`config.mk`:
```
export PLATFORM = sky130hd
export DESIGN_NAME = two_bit_deserializer_flat
export DESIGN_NICKNAME = d
export VERILOG_FILES = /design/src/rtl/two_bit_shift_pkg.sv /design/src/rtl/two_bit_deserializer_if.sv /design/src/rtl/two_bit_deserializer.sv /design/src/flat_wrapper.sv
export SDC_FILE = /design/constraint.sdc
export NUM_CORES = 1
export LEC_CHECK = 0
export CAP_MARGIN = 20
export CORE_MARGIN = 1.5
export CORE_UTILIZATION = 40
export CTS_CLUSTER_SIZE = 16
export DETAILED_ROUTE_END_ITERATION = 7
export GPL_TIMING_DRIVEN = 0
export PLACE_DENSITY = 0.69
export SLEW_MARGIN = 40
export SYNTH_ARGS = -nofsm -noshare
export SYNTH_HDL_FRONTEND = slang
export SYNTH_SLANG_ARGS = --single-unit
export TNS_END_PERCENT = 30
```
`constraint.sdc`:
```
create_clock -name clk_i -period 2.36 [get_ports clk_i]
set_input_delay 0.472 -clock clk_i [delete_from_list [all_inputs] [get_ports clk_i]]
set_output_delay 0.472 -clock clk_i [all_outputs]
set_load 0.03 [all_outputs]
```
`src/rtl/two_bit_shift_pkg.sv`:
```
// Shared definitions for the 2-bit serial link: direction encoding and
// beat-count sizing helpers used by both the shifter and the deserializer.
package two_bit_shift_pkg;

    typedef enum logic {
        DIR_LSB_FIRST = 1'b0,
        DIR_MSB_FIRST = 1'b1
    } dir_e;

    function automatic int beats_of(input int width);
        return width / 2;
    endfunction

    function automatic int cnt_width(input int beats);
        return (beats > 1) ? $clog2(beats) : 1;
    endfunction

    localparam int DEFAULT_WIDTH = 8;
    localparam int DEFAULT_BEATS = beats_of(DEFAULT_WIDTH);

    typedef logic [cnt_width(DEFAULT_BEATS)-1:0] beat_cnt_t;

endpackage

```
`src/rtl/two_bit_deserializer_if.sv`:
```
// Serial-in beat handshake and parallel-out word handshake of the 2-bit
// deserializer; the deserializer is the slave, the link/consumer side the master.
interface two_bit_deserializer_if #(parameter int WIDTH = 8);

    logic             sin_valid;
    logic             sin_ready;
    logic [1:0]       sin;
    logic             msb_first;
    logic [WIDTH-1:0] dout;
    logic             dout_valid;
    logic             dout_ready;
    logic             busy;

    modport slave (
        input  sin_valid, sin, msb_first, dout_ready,
        output sin_ready, dout, dout_valid, busy
    );

    modport master (
        output sin_valid, sin, msb_first, dout_ready,
        input  sin_ready, dout, dout_valid, busy
    );

endinterface

```
`src/rtl/two_bit_deserializer.sv`:
```
// Reassembles 2-bit beats into WIDTH-bit words, MSB-first or LSB-first per
// word, with a single registered output slot and back-pressure on the final beat.
module two_bit_deserializer
    import two_bit_shift_pkg::*;
#(
    parameter int WIDTH = 8
) (
    input  logic                   clk_i,
    input  logic                   rst_ni,
    input  logic                   clr_i,
    two_bit_deserializer_if.slave  bus
);

    localparam int                BEATS     = beats_of(WIDTH);
    localparam int                CNT_W     = cnt_width(BEATS);
    localparam logic [CNT_W-1:0]  LAST_BEAT = CNT_W'(BEATS - 1);
    localparam logic [CNT_W-1:0]  CNT_ONE   = CNT_W'(1);

    generate
        if ((WIDTH % 2) != 0 || WIDTH < 4) begin : g_bad_width
            $error("two_bit_deserializer: WIDTH must be even and >= 4");
        end
    endgenerate

    logic [WIDTH-1:0] acc_q,   acc_d;
    logic [CNT_W-1:0] cnt_q,   cnt_d;
    dir_e             dir_q,   dir_d;
    logic [WIDTH-1:0] dout_q,  dout_d;
    logic             valid_q, valid_d;

    logic             first_s;
    logic             last_s;
    logic             ready_s;
    logic             accept_s;
    dir_e             eff_dir_s;
    logic [WIDTH-1:0] shifted_s;

    // Only the final beat can stall, and only while the output slot is full and not draining.
    assign first_s   = (cnt_q == {CNT_W{1'b0}});
    assign last_s    = (cnt_q == LAST_BEAT);
    assign ready_s   = !(last_s && valid_q && !bus.dout_ready);
    assign accept_s  = bus.sin_valid && ready_s && !clr_i;
    assign eff_dir_s = first_s ? dir_e'(bus.msb_first) : dir_q;

    // Shift the incoming beat into the accumulator in the word's direction.
    always_comb begin
        shifted_s = acc_q;
        if (eff_dir_s == DIR_MSB_FIRST) begin
            shifted_s = {acc_q[WIDTH-3:0], bus.sin};
        end else begin
            shifted_s = {bus.sin, acc_q[WIDTH-1:2]};
        end
    end

    // Next-state for accumulator, beat counter and direction; clr wins over a beat.
    always_comb begin
        acc_d = acc_q;
        cnt_d = cnt_q;
        dir_d = dir_q;
        if (clr_i) begin
            acc_d = {WIDTH{1'b0}};
            cnt_d = {CNT_W{1'b0}};
        end else if (accept_s) begin
            acc_d = shifted_s;
            dir_d = eff_dir_s;
            if (last_s) begin
                cnt_d = {CNT_W{1'b0}};
            end else begin
                cnt_d = cnt_q + CNT_ONE;
            end
        end else begin
            acc_d = acc_q;
        end
    end

    // Output slot: a completing word overrides a same-cycle drain.
    always_comb begin
        dout_d  = dout_q;
        valid_d = valid_q;
        if (accept_s && last_s) begin
            dout_d  = shifted_s;
            valid_d = 1'b1;
        end else if (valid_q && bus.dout_ready) begin
            valid_d = 1'b0;
        end else begin
            valid_d = valid_q;
        end
    end

    // State registers.
    always_ff @(posedge clk_i or negedge rst_ni) begin
        if (!rst_ni) begin
            acc_q   <= {WIDTH{1'b0}};
            cnt_q   <= {CNT_W{1'b0}};
            dir_q   <= DIR_MSB_FIRST;
            dout_q  <= {WIDTH{1'b0}};
            valid_q <= 1'b0;
        end else begin
            acc_q   <= acc_d;
            cnt_q   <= cnt_d;
            dir_q   <= dir_d;
            dout_q  <= dout_d;
            valid_q <= valid_d;
        end
    end

    assign bus.sin_ready  = ready_s;
    assign bus.dout       = dout_q;
    assign bus.dout_valid = valid_q;
    assign bus.busy       = !first_s;

endmodule

```
`src/flat_wrapper.sv`:
```
// flat-port wrapper written by rule: the top's interface ports become plain ports
module two_bit_deserializer_flat import two_bit_shift_pkg::*;
#(
    parameter int WIDTH = 8
)
  (clk_i, rst_ni, clr_i, bus_sin_valid, bus_sin, bus_msb_first, bus_dout_ready, bus_sin_ready, bus_dout, bus_dout_valid, bus_busy);
  two_bit_deserializer_if #(.WIDTH(WIDTH)) bus_i ();
  input  logic clk_i;
  input  logic rst_ni;
  input  logic clr_i;
  input wire logic [$bits(bus_i.sin_valid)-1:0] bus_sin_valid;
  input wire logic [$bits(bus_i.sin)-1:0] bus_sin;
  input wire logic [$bits(bus_i.msb_first)-1:0] bus_msb_first;
  input wire logic [$bits(bus_i.dout_ready)-1:0] bus_dout_ready;
  output wire logic [$bits(bus_i.sin_ready)-1:0] bus_sin_ready;
  output wire logic [$bits(bus_i.dout)-1:0] bus_dout;
  output wire logic [$bits(bus_i.dout_valid)-1:0] bus_dout_valid;
  output wire logic [$bits(bus_i.busy)-1:0] bus_busy;
  assign bus_i.sin_valid = bus_sin_valid;
  assign bus_i.sin = bus_sin;
  assign bus_i.msb_first = bus_msb_first;
  assign bus_i.dout_ready = bus_dout_ready;
  assign bus_sin_ready = bus_i.sin_ready;
  assign bus_dout = bus_i.dout;
  assign bus_dout_valid = bus_i.dout_valid;
  assign bus_busy = bus_i.busy;
  two_bit_deserializer #(.WIDTH(WIDTH)) u_core (.clk_i(clk_i), .rst_ni(rst_ni), .clr_i(clr_i), .bus(bus_i));
endmodule
```
* Word level (Yosys, flattened, before mapping) *
Cells that the tools add are included.

word-level totals
  register bits after elaboration = 20
  latch bits = 0
  RAM bits = 0
  memory bits (read-only) = 0
  input bits = 8
  output and inout port bits = 11
  word-level logic and storage cells = 31
  memories = 0

cells by class
  $add $sub $neg = 1
  multipliers = 0
  divide/modulo/power cells = 0
  magnitude comparators = 0
  eq/ne operators = 1
  shifts and indexed selects = 0
  muxes and demuxes = 9
  bitwise logic cells = 1
  reductions and logical operators = 14

operators by type and width
  cell                   count
  $mux W8                3
  $logic_and A1 B1 Y1    6
  $mux W2                3
  $logic_not A1 Y1       4
  $reduce_bool A2 Y1     2
  $mux W1                3
  $add A2 B1 Y2 const B  1
  $eq A2 B2 Y1 const B   1
  $logic_not A2 Y1       1
  $reduce_and A2 Y1      1
  $not A1 Y1             1

* Longest topological paths before layout *
Gate-level depths: netlist (run 1).

  word-level depth = 8
  depth in mapped cells = 5
  gate-level depth less buffers = 5

* Worst setup path before layout (run 1) *
No wires, ideal clock.

  path type = register to register
  start point = register u_core.cnt_q[0]
  end point = register u_core.acc_q[5]
  library setup time = 0.121 ns
  arrival time = 1.669 ns
  data required time = 2.239 ns
  path slack = 0.569 ns
  stages on the path, launching flop included = 6
  path buffers = 0
  clock period less this slack = 1.791 ns
  cells stage by stage = dfrtp_1 inv_1 ha_1 mux2i_4 mux2_4 a32o_2

on the way
  longest elaborated chain between the ends = 7
  elaborated cells on any way between the ends = 12
  classes of those cells = 1 x eq/ne; 4 x mux; 7 x reduce/logical

RTL lines
  item                                 line                         RTL
  start, declared                      two_bit_deserializer.sv:26   logic [CNT_W-1:0] cnt_q, cnt_d;
  start signal, assigned               two_bit_deserializer.sv:94   cnt_q <= {CNT_W{1'b0}};
  start signal, assigned               two_bit_deserializer.sv:100  cnt_q <= cnt_d;
  $eq A2 B2 Y1                         two_bit_deserializer.sv:40   assign last_s = (cnt_q == LAST_BEAT);
  $logic_and A1 B1 Y1 (2 in series)    two_bit_deserializer.sv:41   assign ready_s = !(last_s && valid_q && !bus.dout_ready);
  $logic_not A1 Y1                     two_bit_deserializer.sv:41
  $logic_and A1 B1 Y1 (2 in series)    two_bit_deserializer.sv:42   assign accept_s = bus.sin_valid && ready_s && !clr_i;
  $reduce_bool A2 Y1 (no source line)  --
  end signal, assigned                 two_bit_deserializer.sv:93   acc_q <= {WIDTH{1'b0}};
  end, declared                        two_bit_deserializer.sv:25   logic [WIDTH-1:0] acc_q, acc_d;

Parallel ways exist; a longest one is shown, timed or not. The select of a mux whose other input is x is not followed.
A chain may end at the register's enable or synchronous reset.

* Final worst setup path (run 1) *
  start point = register u_core.cnt_q[0]
  end point = output port bus_busy

on the way
  longest elaborated chain between the ends = 2

RTL lines
  item              line                         RTL
  $logic_not A2 Y1  two_bit_deserializer.sv:39   assign first_s = (cnt_q == {CNT_W{1'b0}});
  $logic_not A1 Y1  two_bit_deserializer.sv:110  assign bus.busy = !first_s;
  end, declared     flat_wrapper.sv:18           output wire logic [$bits(bus_i.busy)-1:0] bus_busy;

No other way between the ends.

==> Implementation_results.wiki, run 1 <==
{| class="wikitable"
! Metric !! Value
|-
| Number of instances resized during post-cts repair || 1
|-
| Half-perimeter wire length of the detailed placement result || 1.192 mm
|-
| Tightest Pin Transition || 488.5 ps
|-
| Placer Congestion || 0.7146
|-
| Largest net degree at the start of global routing || 21
|-
| Final WL || 1.704 mm
|-
| Mean instance size in the synthesized netlist || 13.48 sq um
|-
| Arrival time worst endpoint || 1710 ps
|-
| Setup violations, final || 0
|-
| Max frequency || 458.2 MHz
|-
| Synthesized flop and latch total || 20
|-
| Antenna violations before repair || 0
|-
| Share of flip-flops with an asynchronous set or reset after synthesis || 1.000
|-
| Nature of the critical path startpoint || register
|-
| Y dimension of the die || 51.57 microns
|-
| Number of port buffers || 18
|-
| Clock tree buffer depth || 2
|-
| Synthesized Nets || 80
|-
| Number of buffers inserted during clock tree synthesis || 3
|-
| Antenna diodes || 0
|-
| Number of rows in the core area || 17
|-
| Commonest cells in the netlist || sky130_fd_sc_hd__dfrtp_1, sky130_fd_sc_hd__mux2i_1, sky130_fd_sc_hd__inv_1
|-
| Clock latency of the later-clocked register in the worst-skew pair || 290 ps
|-
| Via-per-instance ratio || 5.200
|-
| CTS tree || done
|-
| Post-synth EDFFs || 0
|-
| Cell count after placement || 116
|-
| Total number of vias || 624
|-
| Average detailed-routed wire length per instance || 14.20 microns
|-
| Switching component of the power || 0.0002395 W
|-
| Synth area leaders || sky130_fd_sc_hd__dfrtp_1, sky130_fd_sc_hd__mux2i_1, sky130_fd_sc_hd__mux2_4, sky130_fd_sc_hd__o2bb2ai_1, sky130_fd_sc_hd__a32o_1
|-
| Post-layout minimum cycle time || 2182 ps
|-
| Drt pass-1 iters || 3
|-
| # clock sinks || 20
|-
| Post-DP Area || 1154 sq um
|-
| Aggregate global-route resource usage || 0.1484
|-
| Share of post-route cells with drive strength above 1 || 0.2065
|-
| Maximum vdd ir drop || 451.8 uV
|-
| Final worst path period share || 0.9247
|-
| Hold buffers post-CTS || 0
|-
| Seq pwr share || 0.494
|-
| Number of distinct standard cells referenced by the synthesized netlist || 22
|-
| Horizontal extent of the die || 51.57 microns
|-
| Share of synthesized area occupied by flip-flops and latches || 0.5318
|-
| Pwr per Cell Area || 684.4 nW/um^2
|-
| Internal power of the cells || 0.0005740 W
|-
| Area share of the largest cell type after synthesis || 0.5040
|-
| Pins Over Slew Limit || 0
|-
| Full die area || 2659 sq um
|-
| Critical path class || reg -> out
|-
| Top-level I/O count || 19
|-
| Leak pwr || 0.5605 nW
|-
| Max-Cap Viols || 0
|-
| Starting Density || 0.4265
|-
| Setup Fix Bufs, Post-CTS || 0
|-
| Clock slew at the register clock pins of the worst setup and hold paths || 110 ps
|-
| Floorplan Core Area || 2212 sq um
|-
| Antenna violation net count after detailed routing || 0
|-
| Final hold violations || 0
|-
| Outcome || finished, final reports clean
|-
| Share of the core filled with cells in the final layout || 0.5373
|-
| Synthesis-to-finish area growth || 25.99%
|-
| Synth Cell Area || 943.4 sq um
|-
| Wire length of the first global-routing pass || 2.863 mm
|-
| Cell Count, Final, Fillers Out || 120
|-
| Most frequently used flop master after synthesis || sky130_fd_sc_hd__dfrtp_1
|-
| Capturing element type of the critical path || output pin
|-
| H-tree depth || 1
|-
| # nets final || 103
|-
| Worst Setup Slack post-DPL || -15.23 ps
|-
| Most common cell in the netlist || sky130_fd_sc_hd__dfrtp_1
|-
| Iteration-0 DRC count of the detailed router || 8
|-
| TNS Setup || 0 ps
|-
| Number of global-route vias before repair || 641
|-
| Required time reported for the critical path endpoint || 1890 ps
|-
| Post-layout instance area || 1189 sq um
|-
| Worst Hold Class || in -> async
|-
| Clock root buffer master || sky130_fd_sc_hd__clkbuf_4
|-
| Count of warnings emitted by yosys || 0
|-
| RSZ-0062 raised after global routing || no
|-
| Dominant cell type by area after synthesis || sky130_fd_sc_hd__dfrtp_1
|-
| Synthesized instance count || 70
|-
| Max-Slew Margin vs Limit || 0.6743
|-
| Clock share of power || 0.240
|-
| Switching portion of total power || 0.2944
|-
| Highest fanout seen on the critical path || 3
|-
| Final worst clock skew || 4.908 ps
|-
| Grt ovf || 0
|-
| Logic pwr share || 0.266
|-
| Worst Slack Setup Final || 177.7 ps
|-
| DRC violation count after routing || 0
|}
[power by group through the flow]
| stage | clock [W] | sequential (W) | combinational (W) |
|---|---|---|---|
| finish | 0.000195 | 0.000402 | 0.000217 |
| global route | 0.000219 | 0.000406 | 0.000234 |
| CTS | 0.000202 | 0.000402 | 0.000220 |
| detailed placement | 0 | 0.000408 | 0.000218 |
| global placement | 0 | 0.000406 | 0.000217 |
| floorplan | 0 | 0.000454 | 0.0000849 |
[final cells by class]
cell class              instances  area [sq um]
fillers                       209          1023
flip-flops and latches         20         501.7
multi-input cells              40         399.1
repair buffers                 18         173.9
clock buffers                   4         36.28
well taps                      28         35.03
inverters                       8         30.03
plain buffers                   2         12.51
[state kept, by name (all words and copies together), names as in the netlist]
register	flops
u_core.bus.dout_valid	1
u_core.bus.dout	8
u_core.acc_q	8
u_core.dir_q	1
u_core.cnt_q	2
[logic make-up (layout without fill, tap and decap cells)]
logic type	Yosys count	after routing	synth area share
flops	20	20	0.5318
buf+inv	10	32	0.04509
simple gates	8	8	0.04908
fa+ha+maj	2	2	0.02652
compound gates	13	13	0.1220
mux	17	17	0.2255
[path summary, 6_finish.rpt]
kind,start,end,slack (ps),cells past startpoint
max,u_core.cnt_q[0],bus_busy,180,4
min in group clk_i,u_core.acc_q[7],u_core.acc_q[7],510,1
max in group asynchronous,rst_ni,u_core.dir_q,1930,1
max reg2reg,u_core.cnt_q[0],u_core.bus.dout[6],450,5
min,rst_ni,u_core.bus.dout[2],100,1
min reg2reg,u_core.acc_q[7],u_core.acc_q[7],510,1
[layer usage]
metal,track usage,routed length (microns),part of all wire,up-vias
met5,0,0,0,-
met4,0.05263,14,0.0082,0
met3,0.02586,74,0.043,4
met2,0.2521,787,0.46,17
met1,0.1908,827,0.49,308
li1,-,-,-,295
[layout by cell type (no fill, tap or decap), types with 2 or more instances in the layout]
master / synthesis / final
sky130_fd_sc_hd__o2bb2ai_1: 5 / 5
sky130_fd_sc_hd__mux2_4: 6 / 6
sky130_fd_sc_hd__a32o_1: 3 / 3
sky130_fd_sc_hd__nand2_1: 3 / 3
sky130_fd_sc_hd__dfrtp_1: 19 / 19
sky130_fd_sc_hd__ha_1: 2 / 2
sky130_fd_sc_hd__buf_2: 1 / 2
sky130_fd_sc_hd__clkdlybuf4s50_1: 0 / 16
sky130_fd_sc_hd__clkbuf_4: 0 / 3
sky130_fd_sc_hd__mux2i_1: 10 / 10
sky130_fd_sc_hd__inv_1: 8 / 8
[through the flow]
| stage | power [W] | hold WS, ps |
|---|---|---|
| after floorplan | 0.0005389 | 176.4 |
| after global placement | 0.0006231 | 471.3 |
| after detailed placement | 0.0006262 | 447.4 |
| after CTS | 0.0008240 | 117.2 |
| after global routing | 0.0008596 | 113.2 |
| final | 0.0008135 | 102.4 |
[worst max-delay path, cell delays in order, from the launching register on]
cell                              delay, ps
sky130_fd_sc_hd__dfrtp_1                390
sky130_fd_sc_hd__inv_1                   70
sky130_fd_sc_hd__ha_1                   250
sky130_fd_sc_hd__inv_1                   60
sky130_fd_sc_hd__clkdlybuf4s50_1        650
No activity file was read; power rests on OpenSTA's default activity.
==> inputs of run 2 (changes only) <==
--- a/config.mk
+++ b/config.mk
@@ -12,7 +12,6 @@
 export DETAILED_ROUTE_END_ITERATION = 7
 export GPL_TIMING_DRIVEN = 0
 export PLACE_DENSITY = 0.69
-export SLEW_MARGIN = 40
 export SYNTH_ARGS = -nofsm -noshare
 export SYNTH_HDL_FRONTEND = slang
 export SYNTH_SLANG_ARGS = --single-unit
==> Implementation_results.wiki, run 2 (synthesis gave the netlist of run 1 again) <==
{| class="wikitable"
! Metric !! Value
|-
| Outcome || finished, final reports clean
|-
| Total Power Consumption || 0.0008977 W (+10%)
|-
| Clock latency of the later-clocked register in the worst-skew pair || 300 ps (about the same)
|-
| Final worst clock skew || 4.852 ps (-0.05582 ps)
|-
| Clock slew at the register clock pins of the worst setup and hold paths || 110 ps (about the same)
|-
| Max-Slew Margin vs Limit || 0.4262 (-0.2481)
|-
| Number of buffers inserted during clock tree synthesis || 3 (unchanged)
|-
| Max frequency || 453.6 MHz (-1.0%)
|-
| Worst Hold Class || reg -> reg
|-
| Synthesis-to-finish area growth || 28.25%
|-
| Critical path class || reg -> out
|-
| Largest net degree at the start of global routing || 21 (unchanged)
|-
| Full die area || 2659 sq um (unchanged)
|-
| Aggregate global-route resource usage || 0.1555 (+0.007025)
|-
| Post-DP Area || 1159 sq um (+0.43%)
|-
| Antenna violation net count after detailed routing || 0 (unchanged)
|-
| Share of the core filled with cells in the final layout || 0.5469 (+0.009616)
|-
| Top-level I/O count || 19 (unchanged)
|-
| Most frequent cells in the layout || sky130_fd_sc_hd__dfrtp_1, sky130_fd_sc_hd__clkdlybuf4s50_1, sky130_fd_sc_hd__mux2i_1
|-
| H-tree depth || 1 (unchanged)
|-
| Final worst path period share || 0.9342 (+0.009528)
|-
| Antenna diodes || 0 (unchanged)
|-
| Placer Congestion || 0.7146 (unchanged)
|-
| Most common cell after layout, fill and taps aside || sky130_fd_sc_hd__dfrtp_1
|-
| Half-perimeter wire length of the detailed placement result || 1.206 mm (+1.2%)
|-
| DRC violation count after routing || 0 (unchanged)
|-
| Required time reported for the critical path endpoint || 1890 ps (about the same)
|-
| Number of port buffers || 18 (unchanged)
|-
| Capturing element type of the critical path || output pin
|-
| Via-per-instance ratio || 5.083 (-2.2%)
|-
| # clock sinks || 20 (unchanged)
|-
| Final WL || 1.699 mm (-0.29%)
|-
| Grt ovf || 0 (unchanged)
|-
| Leak pwr || 0.5674 nW (+1.2%)
|-
| Post-layout instance area || 1210 sq um (+1.8%)
|-
| Y dimension of the die || 51.57 microns (unchanged)
|-
| CTS tree || done
|-
| Setup violations, final || 0 (unchanged)
|-
| Final hold violations || 0 (unchanged)
|-
| Total number of vias || 610 (-2.2%)
|-
| Clock root buffer master || sky130_fd_sc_hd__clkbuf_4
|-
| Share of post-route cells with drive strength above 1 || 0.1957 (-0.01087)
|-
| Antenna violations before repair || 0 (unchanged)
|-
| RSZ-0062 raised after global routing || no
|-
| Average detailed-routed wire length per instance || 14.16 microns (-0.29%)
|-
| Drt pass-1 iters || 4 (+1)
|-
| Number of global-route vias before repair || 636 (-0.78%)
|-
| Highest fanout seen on the critical path || 3 (unchanged)
|-
| # nets final || 103 (unchanged)
|-
| Max-Cap Viols || 0 (unchanged)
|-
| Pwr per Cell Area || 741.9 nW/um^2 (+8.4%)
|-
| Floorplan Core Area || 2212 sq um (unchanged)
|-
| Number of rows in the core area || 17 (unchanged)
|-
| Nature of the critical path startpoint || register
|-
| Fill cell total of the finished layout || 202 (-3.3%)
|-
| Hold buffers post-CTS || 0 (unchanged)
|-
| Clock tree buffer depth || 2 (unchanged)
|-
| Horizontal extent of the die || 51.57 microns (unchanged)
|-
| Wire length of the first global-routing pass || 2.987 mm (+4.3%)
|-
| Sequential cell area || 501.7 sq um (unchanged)
|-
| Pins Over Slew Limit || 0 (unchanged)
|-
| Arrival time worst endpoint || 1730 ps (+20 ps)
|-
| Tightest Pin Transition || 857.9 ps (+369.5 ps)
|-
| Post-layout minimum cycle time || 2205 ps (+22.49 ps)
|-
| Multi-input gate area || 399.1 sq um (unchanged)
|-
| Maximum vdd ir drop || 539.2 uV (+19%)
|-
| Starting Density || 0.4265 (unchanged)
|-
| Iteration-0 DRC count of the detailed router || 9 (+1)
|}
run 2: path summary, 6_finish.rpt:
| kind | endpoint | cells past startpoint | start | slack [ps] |
|---|---|---|---|---|
| max | bus_busy | 4 | u_core.cnt_q[0] | 160 |
| min | u_core.acc_q[7] | 1 | u_core.acc_q[7] | 510 |
| max reg2reg | u_core.acc_q[6] | 5 | u_core.cnt_q[0] | 430 |
| min reg2reg | u_core.acc_q[7] | 1 | u_core.acc_q[7] | 510 |
| max in group asynchronous | u_core.acc_q[6] | 1 | rst_ni | 1190 |
| min in group asynchronous | u_core.cnt_q[1] | 1 | rst_ni | 650 |
run 2: per-layer routing:
layer | wire length, microns | global-route usage | up-vias
met1 | 859 | 0.2165 | 293
met4 | 27 | 0.07895 | 0
li1 | - | - | 296
met2 | 739 | 0.2329 | 17
met5 | 0 | 0 | -
met3 | 72 | 0.02874 | 4
run 2: layout make-up:
class / count / area share
inverters: 8 / 0.02482
clock inverters: 1 / 0.02482
well taps: 28 / 0.02896
multi-input cells: 40 / 0.3299
clock buffers: 3 / 0.01861
flip-flops and latches: 20 / 0.4147
repair buffers: 18 / 0.1479
plain buffers: 2 / 0.01034
run 2: power breakdown:
part | total, W | switching [W] | leakage, nW | internal (W)
sequential | 0.000402 | 0.0000217 | 0.252 | 0.000380
clock | 0.000279 | 0.000107 | 0.0279 | 0.000172
combinational | 0.000217 | 0.000116 | 0.287 | 0.000101
total | 0.000898 | 0.000245 | 0.567 | 0.000652
run 2: repair_timing:
item,4_1_cts,5_1_grt
setup endpoints to repair,1,0
buffers inserted,0,0
resized for setup,1,0
hold endpoints to repair,0,0
run 2: through the flow:
stage	setup WS [ps]	TNS (ps)	hold slack (ps)	instances
final	155.2	0	514.4	120
after global routing	65.63	0	538.4	120
after CTS	150.7	0	505.1	120
after detailed placement	-23.07	-23.07	474.6	116
after global placement	-1.324	-1.324	471.3	116
after floorplan	569.4	0	176.4	70
run 2: critical path: stages (launching register included):
cell,delay (ps)
sky130_fd_sc_hd__dfrtp_1,400
sky130_fd_sc_hd__inv_1,70
sky130_fd_sc_hd__ha_1,250
sky130_fd_sc_hd__inv_1,60
sky130_fd_sc_hd__clkdlybuf4s50_1,650
==> inputs of run 3 (changes only) <==
--- a/config.mk
+++ b/config.mk
@@ -15,4 +15,3 @@
 export SYNTH_ARGS = -nofsm -noshare
 export SYNTH_HDL_FRONTEND = slang
 export SYNTH_SLANG_ARGS = --single-unit
-export TNS_END_PERCENT = 30
==> results of run 3 <==
Final layout, timing and power as in run 2 (identical DEF).
